File: src/rtl/distortion.sv
// Purpose: guitar-pedal distortion, fixed integer pre-gain followed by a symmetric soft-knee clipper.
// Latency: 3 clk rising edges from sin_in to sin_out, with full throughput of one sample per clock.
// Backpressure: none. The stage is free-running and accepts a sample on every clock.
module distortion #(
  parameter int WIDTH = 24,
  parameter int GAIN  = 2,
  parameter int KNEE  = 96,
  parameter int CLIP  = 160
) (
  input  logic                    clk,
  input  logic                    rst,
  input  logic signed [WIDTH-1:0] sin_in,
  output logic signed [WIDTH-1:0] sin_out
);

  // Eight guard bits are enough for any GAIN up to 255, so the product itself never wraps.
  localparam int PW = WIDTH + 8;
  localparam logic signed [PW-1:0] SAT_POS = PW'((64'sd1 <<< (WIDTH - 1)) - 64'sd1);
  localparam logic signed [PW-1:0] SAT_NEG = -SAT_POS;
  localparam logic signed [PW-1:0] GAIN_W  = PW'(GAIN);
  localparam logic [WIDTH-1:0] KNEE_W   = WIDTH'(KNEE);
  localparam logic [WIDTH-1:0] CLIP_W   = WIDTH'(CLIP);
  localparam logic [WIDTH-1:0] CLIP_MAG = KNEE_W + ((CLIP_W - KNEE_W) >> 1);

  logic signed [WIDTH-1:0] s1_q;
  logic signed [WIDTH-1:0] s2_q;
  logic signed [PW-1:0]    prod;
  logic signed [WIDTH-1:0] g_sat;
  logic                    neg;
  logic [WIDTH-1:0]        mag_in;
  logic [WIDTH-1:0]        mag_out;
  logic signed [WIDTH-1:0] shaped;

  // Gain stage: widen and multiply, then clamp symmetrically.
  // Clamping the negative side to -(2^(WIDTH-1)-1) also keeps the later abs() from overflowing.
  always_comb begin
    prod  = $signed({{8{s1_q[WIDTH-1]}}, s1_q}) * GAIN_W;
    g_sat = prod[WIDTH-1:0];
    if (prod > SAT_POS) begin
      g_sat = SAT_POS[WIDTH-1:0];
    end else if (prod < SAT_NEG) begin
      g_sat = SAT_NEG[WIDTH-1:0];
    end
  end

  // Shaper: work on the magnitude, then restore the sign so the curve is exactly odd-symmetric.
  always_comb begin
    neg     = s2_q[WIDTH-1];
    mag_in  = neg ? $unsigned(-s2_q) : $unsigned(s2_q);
    mag_out = mag_in;
    if (mag_in >= CLIP_W) begin
      mag_out = CLIP_MAG;
    end else if (mag_in > KNEE_W) begin
      mag_out = KNEE_W + ((mag_in - KNEE_W) >> 1);
    end
    shaped = neg ? -$signed(mag_out) : $signed(mag_out);
  end

  // Three pipeline registers. Reset flushes every in-flight sample at once.
  always_ff @(posedge clk or negedge rst) begin
    if (!rst) begin
      s1_q    <= '0;
      s2_q    <= '0;
      sin_out <= '0;
    end else begin
      s1_q    <= sin_in;
      s2_q    <= g_sat;
      sin_out <= shaped;
    end
  end

endmodule

File: config.mk
export PLATFORM = sky130hd
export DESIGN_NAME = distortion
export DESIGN_NICKNAME = d
export VERILOG_FILES = /design/src/rtl/distortion.sv
export SDC_FILE = /design/constraint.sdc
export NUM_CORES = 1
export LEC_CHECK = 0
export BUFFER_PORTS_ARGS = -buffer_cell sky130_fd_sc_hd__buf_2
export CAP_MARGIN = 20
export CORE_MARGIN = 3
export CORE_UTILIZATION = 45
export CTS_CLUSTER_DIAMETER = 40
export DETAILED_ROUTE_END_ITERATION = 16
export GPL_TIMING_DRIVEN = 0
export PLACE_DENSITY = 0.68
export SLEW_MARGIN = 20
export SYNTH_ARGS = -nofsm -noshare
export SYNTH_HDL_FRONTEND = slang
export SYNTH_SLANG_ARGS = --single-unit
export TNS_END_PERCENT = 20
File: constraint.sdc
create_clock -name clk -period 5.1 [get_ports clk]
set_input_delay 0.765 -clock clk [delete_from_list [all_inputs] [get_ports clk]]
set_output_delay 0.765 -clock clk [all_outputs]
set_load 0.02 [all_outputs]
==> results.json, run 1 <==
{
  "syn_area_per_cell_um2": 10.3,
  "ys_seq_elements": 72,
  "worstMarginPinSlew_ns": 0.696,
  "synth_fp_nets": 430,
  "grt_pass1_wl_um": 15400,
  "power_frac_comb_pct": 22.1,
  "wirelength_um": 9270,
  "antenna_found_initial": 0,
  "worst_clock_skew_ns": 0.00880,
  "final_nets": 495,
  "finalSetupViolations": 0,
  "worstPathMaxFanout": 10,
  "syn_area_mm2": 0.00412,
  "design_area_mm2": 0.00489,
  "grt_max_degree": 64,
  "seqPwrFrac_pct": 46.2,
  "gp_congestion": 0.894,
  "peakVddDrop_uv": 256,
  "wl_met2_um": 4550,
  "post-place-ws_ns": -0.0914,
  "slew_viol_final": 0,
  "worstSetupEndpointType": "flop",
  "tritoncts": "built",
  "clockPowerShare_pct": 31.7,
  "start_util_pct": 46.7,
  "diodes": 0,
  "relSlewSlack_pct": 53.1,
  "wl_met1_um": 4130,
  "hold_path.class": "in2async",
  "arrival_ns": 5.11,
  "yosysWarnings": 0,
  "ys_async_sr_fraction_pct": 100,
  "intPower_mw": 0.946,
  "gr-total-overflow": 0,
  "post_dp_cell_area_mm2": 0.00453,
  "p_leak_nw": 2.08,
  "post-route-period-util_pct": 96.2,
  "ys_seq_area_share_pct": 43.8,
  "grt_usage_pct": 18.6,
  "wl_met3_um": 413,
  "portBuffers": 49,
  "grt_pass1_vias": 3325,
  "area_growth_pct": 18.9,
  "drv_cap": 0,
  "dr.pass1.iters": 4,
  "power_mw": 1.36,
  "fmax_mhz": 204,
  "final_cell_mix": "dfrtp_1, buf_2, o21a_1, nand2_1",
  "synth-edff-count": 0,
  "synth_flop_cell": "dfrtp_1",
  "rows": 34,
  "drt_iter0_drc": 202,
  "critPathLaunchType": "flop",
  "fp.dieArea_mm2": 0.0103,
  "power_density_mw_per_mm2": 279,
  "fin_util_pct": 55.5,
  "dp_hpwl_um": 6730,
  "clkTransAtPathRegs_ns": 0.07,
  "outcome": "finished clean",
  "final_common_cell": "dfrtp_1",
  "vias": 3342,
  "die_width_um": 102,
  "nFillCells": 770,
  "clock_sinks": 72,
  "cts_buffers": 9,
  "setup-tns-final_ns": 0,
  "p_sw_share_pct": 30.7,
  "cts_buffer_depth": 2,
  "holdBufCountCts": 0,
  "p_sw_mw": 0.419,
  "layout-drive-gt1-share_pct": 25.5,
  "fin_ws_ns": 0.195,
  "finalCriticalPeriod_ns": 4.91,
  "crit_type": "reg2reg",
  "syn_inst": 400,
  "ios": 50,
  "top_layer": "met4",
  "die_h_um": 102,
  "viasPerCell": 5.78,
  "clockRootBuffer": "clkbuf_8",
  "drcViolationCount": 0,
  "detail_route.wl_per_cell_um": 16.0,
  "core_mm2": 0.00881,
  "ctsHtreeMaxLevel": 3,
  "hold_viol_final": 0,
  "crit_required_ns": 5.30,
  "ys_types": 74,
  "postRouteAntennaNets": 0,
  "clock_latency_ns": 0.34
}
==> layer usage <==
metal,GRT usage (%),vias to the layer above
met3,3.99,14
met4,6.85,0
met1,24.4,1599
met5,0,-
met2,30.4,107
li1,-,1622
==> power by group through the flow <==
stage | registers, mW | clock network (mW) | logic, mW
after floorplan | 0.639 | 0 | 0.196
after global placement | 0.635 | 0 | 0.271
after detailed placement | 0.636 | 0 | 0.279
after CTS | 0.625 | 0.447 | 0.281
after global routing | 0.635 | 0.482 | 0.331
final | 0.631 | 0.433 | 0.301
==> timing repair <==
action                                 in CTS  in global routing
setup endpoints to repair                   8                 10
gates cloned                                0                  0
pin swaps                                   0                  8
endpoints found under the hold margin       0                  0
resized for setup                           1                 28
setup buffers                               0                  7
==> logic make-up (layout without fill, tap and decap cells) <==
kind of cell | Yosys count | count (layout) | share of synthesized area (%)
AO/OA/AOI/OAI | 111 | 111 | 20.9
XOR/XNOR | 34 | 34 | 7.42
adder cells (fa/ha/maj) | 6 | 6 | 1.70
buffers and inverters | 37 | 107 | 4.01
flip-flops | 72 | 72 | 43.8
multiplexers | 18 | 18 | 4.41
AND/OR/NAND/NOR | 122 | 122 | 17.8
==> critical path, cell delays in order (launching register included) <==
cell,delay [ns]
dfrtp_1,0.35
buf_2,0.18
or4_4,0.52
buf_6,0.16
or3_4,0.41
o41ai_4,0.50
xor2_4,0.28
nand3b_4,0.13
a2111o_1,0.39
buf_4,0.17
buf_4,0.19
mux2i_1,0.13
nand2_1,0.16
ha_4,0.17
o311ai_1,0.11
o221ai_2,0.30
nand3_2,0.18
o21ai_4,0.31
mux2i_1,0.12
==> state kept, by name, summed over array words and instances (netlist names) <==
register / count
s2_q: 24
sin_out: 24
s1_q: 24
==> per-stage QoR <==
| stage | std cells | hold WS, ns |
|---|---|---|
| after floorplan | 400 | 0.456 |
| after global placement | 557 | 0.467 |
| after detailed placement | 558 | 0.469 |
| after CTS | 574 | 0.243 |
| after global routing | 578 | 0.242 |
| final | 578 | 0.255 |
==> synthesized netlist by cell type (6+ instances only) <==
cell	n	area, um^2
o21ai_0	13	65.1
clkbuf_1	22	82.6
o21a_1	23	173
nor3_1	10	50.1
nand4_1	7	43.8
or4_1	7	52.6
dfrtp_1	72	1800
xnor2_1	22	193
inv_1	9	33.8
xor2_1	11	96.3
o31ai_1	6	45.0
nor2_1	17	63.8
a21oi_1	20	100
nand2_1	23	86.3
nor4_1	15	93.8
nand3_1	7	35.0
mux2i_1	17	170
==> layout make-up <==
type	instances	area, um^2	area share [%]
multi-input combinational	291	2270	46.4
sequential	72	1800	36.8
timing repair buffer	57	328	6.70
tap	108	135	2.76
buffer	25	128	2.61
clock buffer	9	124	2.53
clock inverter	7	72.6	1.48
inverter	9	33.8	0.691
==> path summary, 6_finish.rpt <==
path / from / endpoint / slack, ns / depth (start not counted)
max in group asynchronous: rst / s1_q[21] / 4.32 / 2
worst min register to register: s1_q[13] / s2_q[14] / 0.49 / 1
min in group clk: s1_q[13] / s2_q[14] / 0.49 / 1
worst max-delay path: s2_q[6] / sin_out[16] / 0.19 / 18
worst max register to register: s2_q[6] / sin_out[16] / 0.19 / 18
worst min-delay path: rst / sin_out[6] / 0.25 / 1
Note: power is estimated with default switching activity, not from simulation.
==> run 2: changes to the inputs <==
--- a/config.mk
+++ b/config.mk
@@ -7,12 +7,14 @@
 export LEC_CHECK = 0
 export BUFFER_PORTS_ARGS = -buffer_cell sky130_fd_sc_hd__buf_2
 export CAP_MARGIN = 20
+export CELL_PAD_IN_SITES_DETAIL_PLACEMENT = 1
+export CELL_PAD_IN_SITES_GLOBAL_PLACEMENT = 1
 export CORE_MARGIN = 3
 export CORE_UTILIZATION = 45
 export CTS_CLUSTER_DIAMETER = 40
 export DETAILED_ROUTE_END_ITERATION = 16
 export GPL_TIMING_DRIVEN = 0
-export PLACE_DENSITY = 0.68
+export PLACE_DENSITY = 0.83
 export SLEW_MARGIN = 20
 export SYNTH_ARGS = -nofsm -noshare
 export SYNTH_HDL_FRONTEND = slang
==> run 2 against run 1 <==
  * Hold slack worse by 0.0026 ns
  * Sequential share of layout area down 0.10 points
  * Register-to-register slack about the same
  * Die area unchanged
  * Maximum frequency about the same
  * Highest routed layer unchanged
  * Sequential power about the same
  * Clock skew up 0.0056 ns
  * Sequential cell count unchanged
==> results.json, run 2 (synthesis gave the netlist of run 1 again) <==
{
  "start_util_pct": 46.7,
  "drv_cap": 0,
  "design_area_mm2": 0.00490,
  "crit_required_ns": 5.30,
  "power_density_mw_per_mm2": 282,
  "final_nets": 495,
  "portBuffers": 49,
  "dp_hpwl_um": 8070,
  "worstReg2RegEnd": "sin_out[18]",
  "clock_latency_ns": 0.35,
  "ios": 50,
  "worstReg2RegStart": "s2_q[6]",
  "arrival_ns": 5.10,
  "die_h_um": 102,
  "wirelength_um": 11400,
  "power_mw": 1.38,
  "worstSetupEndpointType": "flop",
  "fmax_mhz": 204,
  "clock_sinks": 72,
  "final_common_cell": "dfrtp_1",
  "fin_ws_ns": 0.199,
  "grt_pass1_wl_um": 18100,
  "p_leak_nw": 2.08,
  "crit_end": "sin_out[18]",
  "rows": 34,
  "nFillCells": 992,
  "layout-drive-gt1-share_pct": 26.2,
  "core_mm2": 0.00881,
  "finalSetupViolations": 0,
  "finalCriticalPeriod_ns": 4.90,
  "placed_cells": 558,
  "critPathLaunchType": "flop",
  "worstMarginPinSlew_ns": 0.763,
  "critPathMostFrequentCell": "buf_6",
  "die_width_um": 102,
  "final_cell_mix": "dfrtp_1, buf_2, o21a_1, nand2_1",
  "hold_viol_final": 0,
  "diodes": 0,
  "reg2regPathDepth": 19,
  "slew_viol_final": 0,
  "critPathLaunch": "s2_q[6]",
  "ctsHtreeMaxLevel": 3,
  "outcome": "finished clean",
  "post_dp_cell_area_mm2": 0.00453,
  "hold_path.class": "in2async",
  "rsz0062_at_grt": "false",
  "fp.dieArea_mm2": 0.0103,
  "grt_max_degree": 64,
  "worst_clock_skew_ns": 0.0144,
  "vias": 3497,
  "regToRegSetupSlack_ns": 0.20,
  "drt_iter0_drc": 144,
  "relSlewSlack_pct": 48.6,
  "holdBufCountCts": 0,
  "cp_slowest_cell": "or4_4",
  "cp.depth": 19,
  "critPathBufInv": 4,
  "grt_pass1_vias": 3667,
  "tritoncts": "built",
  "max_stage_delay_ns": 0.53,
  "crit_type": "reg2reg",
  "layout.cells.non_filler": 577,
  "post-place-ws_ns": -0.265,
  "cts_buffer_depth": 2,
  "gp_congestion": 0.873,
  "viasPerCell": 6.06,
  "peakVddDrop_uv": 188,
  "worstPathMaxFanout": 10,
  "drcViolationCount": 0,
  "setup-tns-final_ns": 0,
  "antenna_found_initial": 0,
  "gr-total-overflow": 0,
  "postRouteAntennaNets": 0,
  "detail_route.wl_per_cell_um": 19.7,
  "grt_usage_pct": 22.7,
  "clockRootBuffer": "clkbuf_8",
  "dr.pass1.iters": 4,
  "worstPathCellList": "buf_2 > or4_4 > buf_6 > or3_4 > o41ai_4 > xor2_4 > nand3b_4 > a2111o_1 > clkbuf_4 > buf_6 > nor2_1 > a21oi_1 > nand2_1 > ha_4 > o311ai_1 > o221ai_2 > nand3_2 > o21ai_4 > mux2i_1",
  "post-route-period-util_pct": 96.1,
  "area_growth_pct": 19.2,
  "reg_top3": "s1_q (24), s2_q (24), sin_out (24)",
  "cts_buffers": 9,
  "path_delay_family": "compound AO/OA/AOI/OAI gates",
  "clkTransAtPathRegs_ns": 0.08
}
## run 2: layout make-up
class                      count  area (um^2)  share of cell area, %
buffer                        24          128                   2.60
clock buffer                  10          128                   2.60
clock inverter                 5         58.8                   1.20
inverter                       9         33.8                  0.689
multi-input combinational    291         2280                   46.6
sequential                    72         1800                   36.7
tap                          108          135                   2.76
timing repair buffer          58          335                   6.84
## run 2: worst reg2reg max path, cell delays in order (launching register included)
cell	delay [ns]
dfrtp_1	0.35
buf_2	0.18
or4_4	0.53
buf_6	0.16
or3_4	0.43
o41ai_4	0.47
xor2_4	0.24
nand3b_4	0.14
a2111o_1	0.40
clkbuf_4	0.19
buf_6	0.16
nor2_1	0.13
a21oi_1	0.06
nand2_1	0.13
ha_4	0.18
o311ai_1	0.11
o221ai_2	0.27
nand3_2	0.16
o21ai_4	0.30
mux2i_1	0.17
## run 2: what timing repair did
| action | 4_1_cts | 5_1_grt |
|---|---|---|
| cloned | 0 | 0 |
| gates resized for setup | 16 | 15 |
| setup buffers | 3 | 5 |
| pin swaps | 5 | 7 |
| endpoints found under the setup margin | 10 | 10 |
## run 2: power by group
part	switching, mW	internal (mW)
Sequential	0.0332	0.601
Combinational	0.190	0.121
Clock	0.214	0.223
## run 2: how the worst min path moves through the flow
stage | startpoint | to | slack [ns] | cells past startpoint
floorplan | s1_q[11] | s2_q[12] | 0.46 | 1
global route | rst | sin_out[5] | 0.25 | 1
finish | rst | sin_out[6] | 0.25 | 1
CTS | rst | sin_out[5] | 0.25 | 1
global placement | s1_q[11] | s2_q[12] | 0.47 | 1
detailed placement | s1_q[13] | s2_q[14] | 0.48 | 1
## run 2: per-stage QoR
step | utilization, % | hold slack (ns)
floorplan | - | 0.456
global placement | 51.1 | 0.469
detailed placement | 51.4 | 0.476
CTS | 54.8 | 0.249
global route | 55.7 | 0.249
finish | 55.7 | 0.252
## run 2: routing by layer
layer	up-vias	global-route usage (%)	part of all wire (%)
met5	-	0	0
met4	0	8.28	2.6
met3	27	4.13	4.4
met2	90	39.7	52
met1	1757	27.9	41
li1	1623	-	-
==> run 3: changes to the inputs <==
--- a/config.mk
+++ b/config.mk
@@ -11,6 +11,7 @@
 export CELL_PAD_IN_SITES_GLOBAL_PLACEMENT = 1
 export CORE_MARGIN = 3
 export CORE_UTILIZATION = 45
+export CTS_BUF_LIST = sky130_fd_sc_hd__clkbuf_2
 export CTS_CLUSTER_DIAMETER = 40
 export DETAILED_ROUTE_END_ITERATION = 16
 export GPL_TIMING_DRIVEN = 0
==> run 3 against run 2 <==
  * Critical path depth decreased by 1
  * Count of clock-buffer cells in the layout is the same
  * Highest routed layer unchanged
  * Largest power group unchanged
  * Non-clock buffer count increased by 1
  * Global-route usage shrank 0.47 points
  * Clock power shrank 28%
  * Combinational power is essentially flat
  * Via count grew 1.8%
  * Power shrank 8.6%
  * First-iteration DRC count increased by 54%
  * Sequential cell count unchanged
  * Design area fell by 1.4%
  * Final cell count rose by 0.17%
==> results.json, run 3 (synthesis gave the netlist of run 1 again) <==
{
  "p_sw_share_pct": 34.0,
  "setup-tns-final_ns": 0,
  "dr.pass1.iters": 4,
  "outcome": "finished clean",
  "ios": 50,
  "power_frac_comb_pct": 24.8,
  "p_sw_mw": 0.429,
  "clock_latency_ns": 0.54,
  "post_dp_cell_area_mm2": 0.00453,
  "drv_cap": 0,
  "p_leak_nw": 2.06,
  "power_density_mw_per_mm2": 261,
  "design_area_mm2": 0.00484,
  "fp.dieArea_mm2": 0.0103,
  "die_h_um": 102,
  "reg_top3": "s1_q (24), s2_q (24), sin_out (24)",
  "fin_ws_ns": 0.191,
  "grt_use_met1_pct": 28.3,
  "finalCriticalPeriod_ns": 4.91,
  "worstMarginPinSlew_ns": 0.694,
  "relSlewSlack_pct": 53.4,
  "gr-total-overflow": 0,
  "final_common_cell": "dfrtp_1",
  "worstPathCellList": "buf_6 > or4_4 > buf_6 > or3_4 > o41ai_4 > xor2_4 > nand3b_4 > a2111o_1 > clkbuf_4 > buf_6 > mux2i_1 > nand2_1 > ha_4 > o311ai_1 > o221ai_2 > nand3_2 > o21ai_4 > mux2i_1",
  "rows": 34,
  "dp_hpwl_um": 8070,
  "multiInputGateArea_mm2": 0.00228,
  "clockRootBuffer": "clkbuf_2",
  "drcViolationCount": 0,
  "timing.hold.ws_ns": 0.0594,
  "portBuffers": 49,
  "grt_usage_pct": 22.2,
  "layout-drive-gt1-share_pct": 26.8,
  "fin_util_pct": 54.9,
  "wirelength_um": 11500,
  "final_cell_mix": "dfrtp_1, buf_2, o21a_1, nand2_1",
  "peakVddDrop_uv": 191,
  "nFillCells": 1008,
  "holdBufCountCts": 0,
  "critPathMostFrequentCell": "buf_6",
  "slew_viol_final": 0,
  "grt-busiest-layer": "met2",
  "die_width_um": 102,
  "reg2regPathDepth": 18,
  "viasPerCell": 6.16,
  "area_growth_pct": 17.5,
  "cts_buffers": 9,
  "antenna_found_initial": 0,
  "critPathBufInv": 4,
  "rsz0062_at_grt": "false",
  "worstPathMaxFanout": 10,
  "post-route-period-util_pct": 96.3,
  "clkTransAtPathRegs_ns": 0.23,
  "cp.depth": 18,
  "seqPwrFrac_pct": 50.3,
  "cp_slowest_cell": "or4_4",
  "seq_area_mm2": 0.00180,
  "detail_route.wl_per_cell_um": 19.8,
  "post-place-ws_ns": -0.265,
  "crit_required_ns": 5.50,
  "worstReg2RegStart": "s2_q[4]",
  "max_stage_delay_ns": 0.53,
  "clock_sinks": 72,
  "hold_path.class": "in2async",
  "worst_clock_skew_ns": 0.0463,
  "intPower_mw": 0.835,
  "clockPowerShare_pct": 24.9,
  "start_util_pct": 46.7,
  "finalSetupViolations": 0,
  "postRouteAntennaNets": 0,
  "regToRegSetupSlack_ns": 0.19,
  "hold_viol_final": 0,
  "gp_congestion": 0.873,
  "grt_pass1_vias": 3649,
  "grt_pass1_wl_um": 17900,
  "final_nets": 496,
  "met3_usage_pct": 3.24,
  "fmax_mhz": 204,
  "diodes": 0,
  "arrival_ns": 5.31,
  "critPathLaunchType": "flop",
  "grt_max_degree": 64,
  "met2_usage_pct": 38.7,
  "crit_type": "reg2reg",
  "worstSetupEndpointType": "flop",
  "critPathLaunch": "s2_q[4]",
  "vias": 3560,
  "worstReg2RegEnd": "sin_out[20]",
  "drt_iter0_drc": 222,
  "tritoncts": "built",
  "ctsHtreeMaxLevel": 3,
  "core_mm2": 0.00881,
  "crit_end": "sin_out[20]",
  "path_delay_family": "compound AO/OA/AOI/OAI gates",
  "cts_buffer_depth": 2
}
==> run 3: worst register-to-register path: cells and delay by family (launching register included) <==
kind | cells | cell delay, ns
xor+xnor | 1 | 0.28
fa+ha+maj | 1 | 0.18
buf+inv | 4 | 0.65
mux | 2 | 0.26
simple gates | 5 | 1.40
flops | 1 | 0.43
compound gates | 5 | 1.56
==> run 3: power groups by stage <==
stage,registers (mW),clock network (mW),logic (mW)
after global routing,0.640,0.347,0.341
after detailed placement,0.637,0,0.290
final,0.635,0.315,0.313
after CTS,0.628,0.322,0.301
after floorplan,0.639,0,0.196
after global placement,0.636,0,0.274
==> run 3: through the flow <==
step | power (mW) | std cells
global placement | 0.910 | 557
CTS | 1.25 | 575
floorplan | 0.835 | 400
detailed placement | 0.927 | 558
global route | 1.33 | 578
finish | 1.26 | 578
==> run 3: how the worst min path moves through the flow <==
stage	from	endpoint	slack, ns	cells after the start
after floorplan	s1_q[11]	s2_q[12]	0.46	1
after global placement	s1_q[11]	s2_q[12]	0.47	1
after detailed placement	s1_q[13]	s2_q[14]	0.48	1
after CTS	rst	sin_out[5]	0.03	1
after global routing	rst	sin_out[5]	0.03	1
final	rst	sin_out[6]	0.06	1
==> run 3: timing repair <==
action,in CTS,in global routing
pin swaps,4,5
gates resized for setup,14,18
endpoints found under the setup margin,10,10
cloned,0,0
buffers inserted,2,7
==> run 3: final cells by class <==
class / count / share of cell area [%]
Sequential cell: 72 / 37.3
Timing Repair Buffer: 59 / 7.09
Multi-Input combinational cell: 291 / 47.2
Buffer: 24 / 2.64
Tap cell: 108 / 2.79
Clock buffer: 10 / 1.03
Inverter: 9 / 0.699
Clock inverter: 5 / 1.22
==> run 3: layer usage <==
layer,wire [um],part of all wire [%]
met5,0,0
met4,253,2.2
met3,436,3.8
met2,5960,52
met1,4810,42
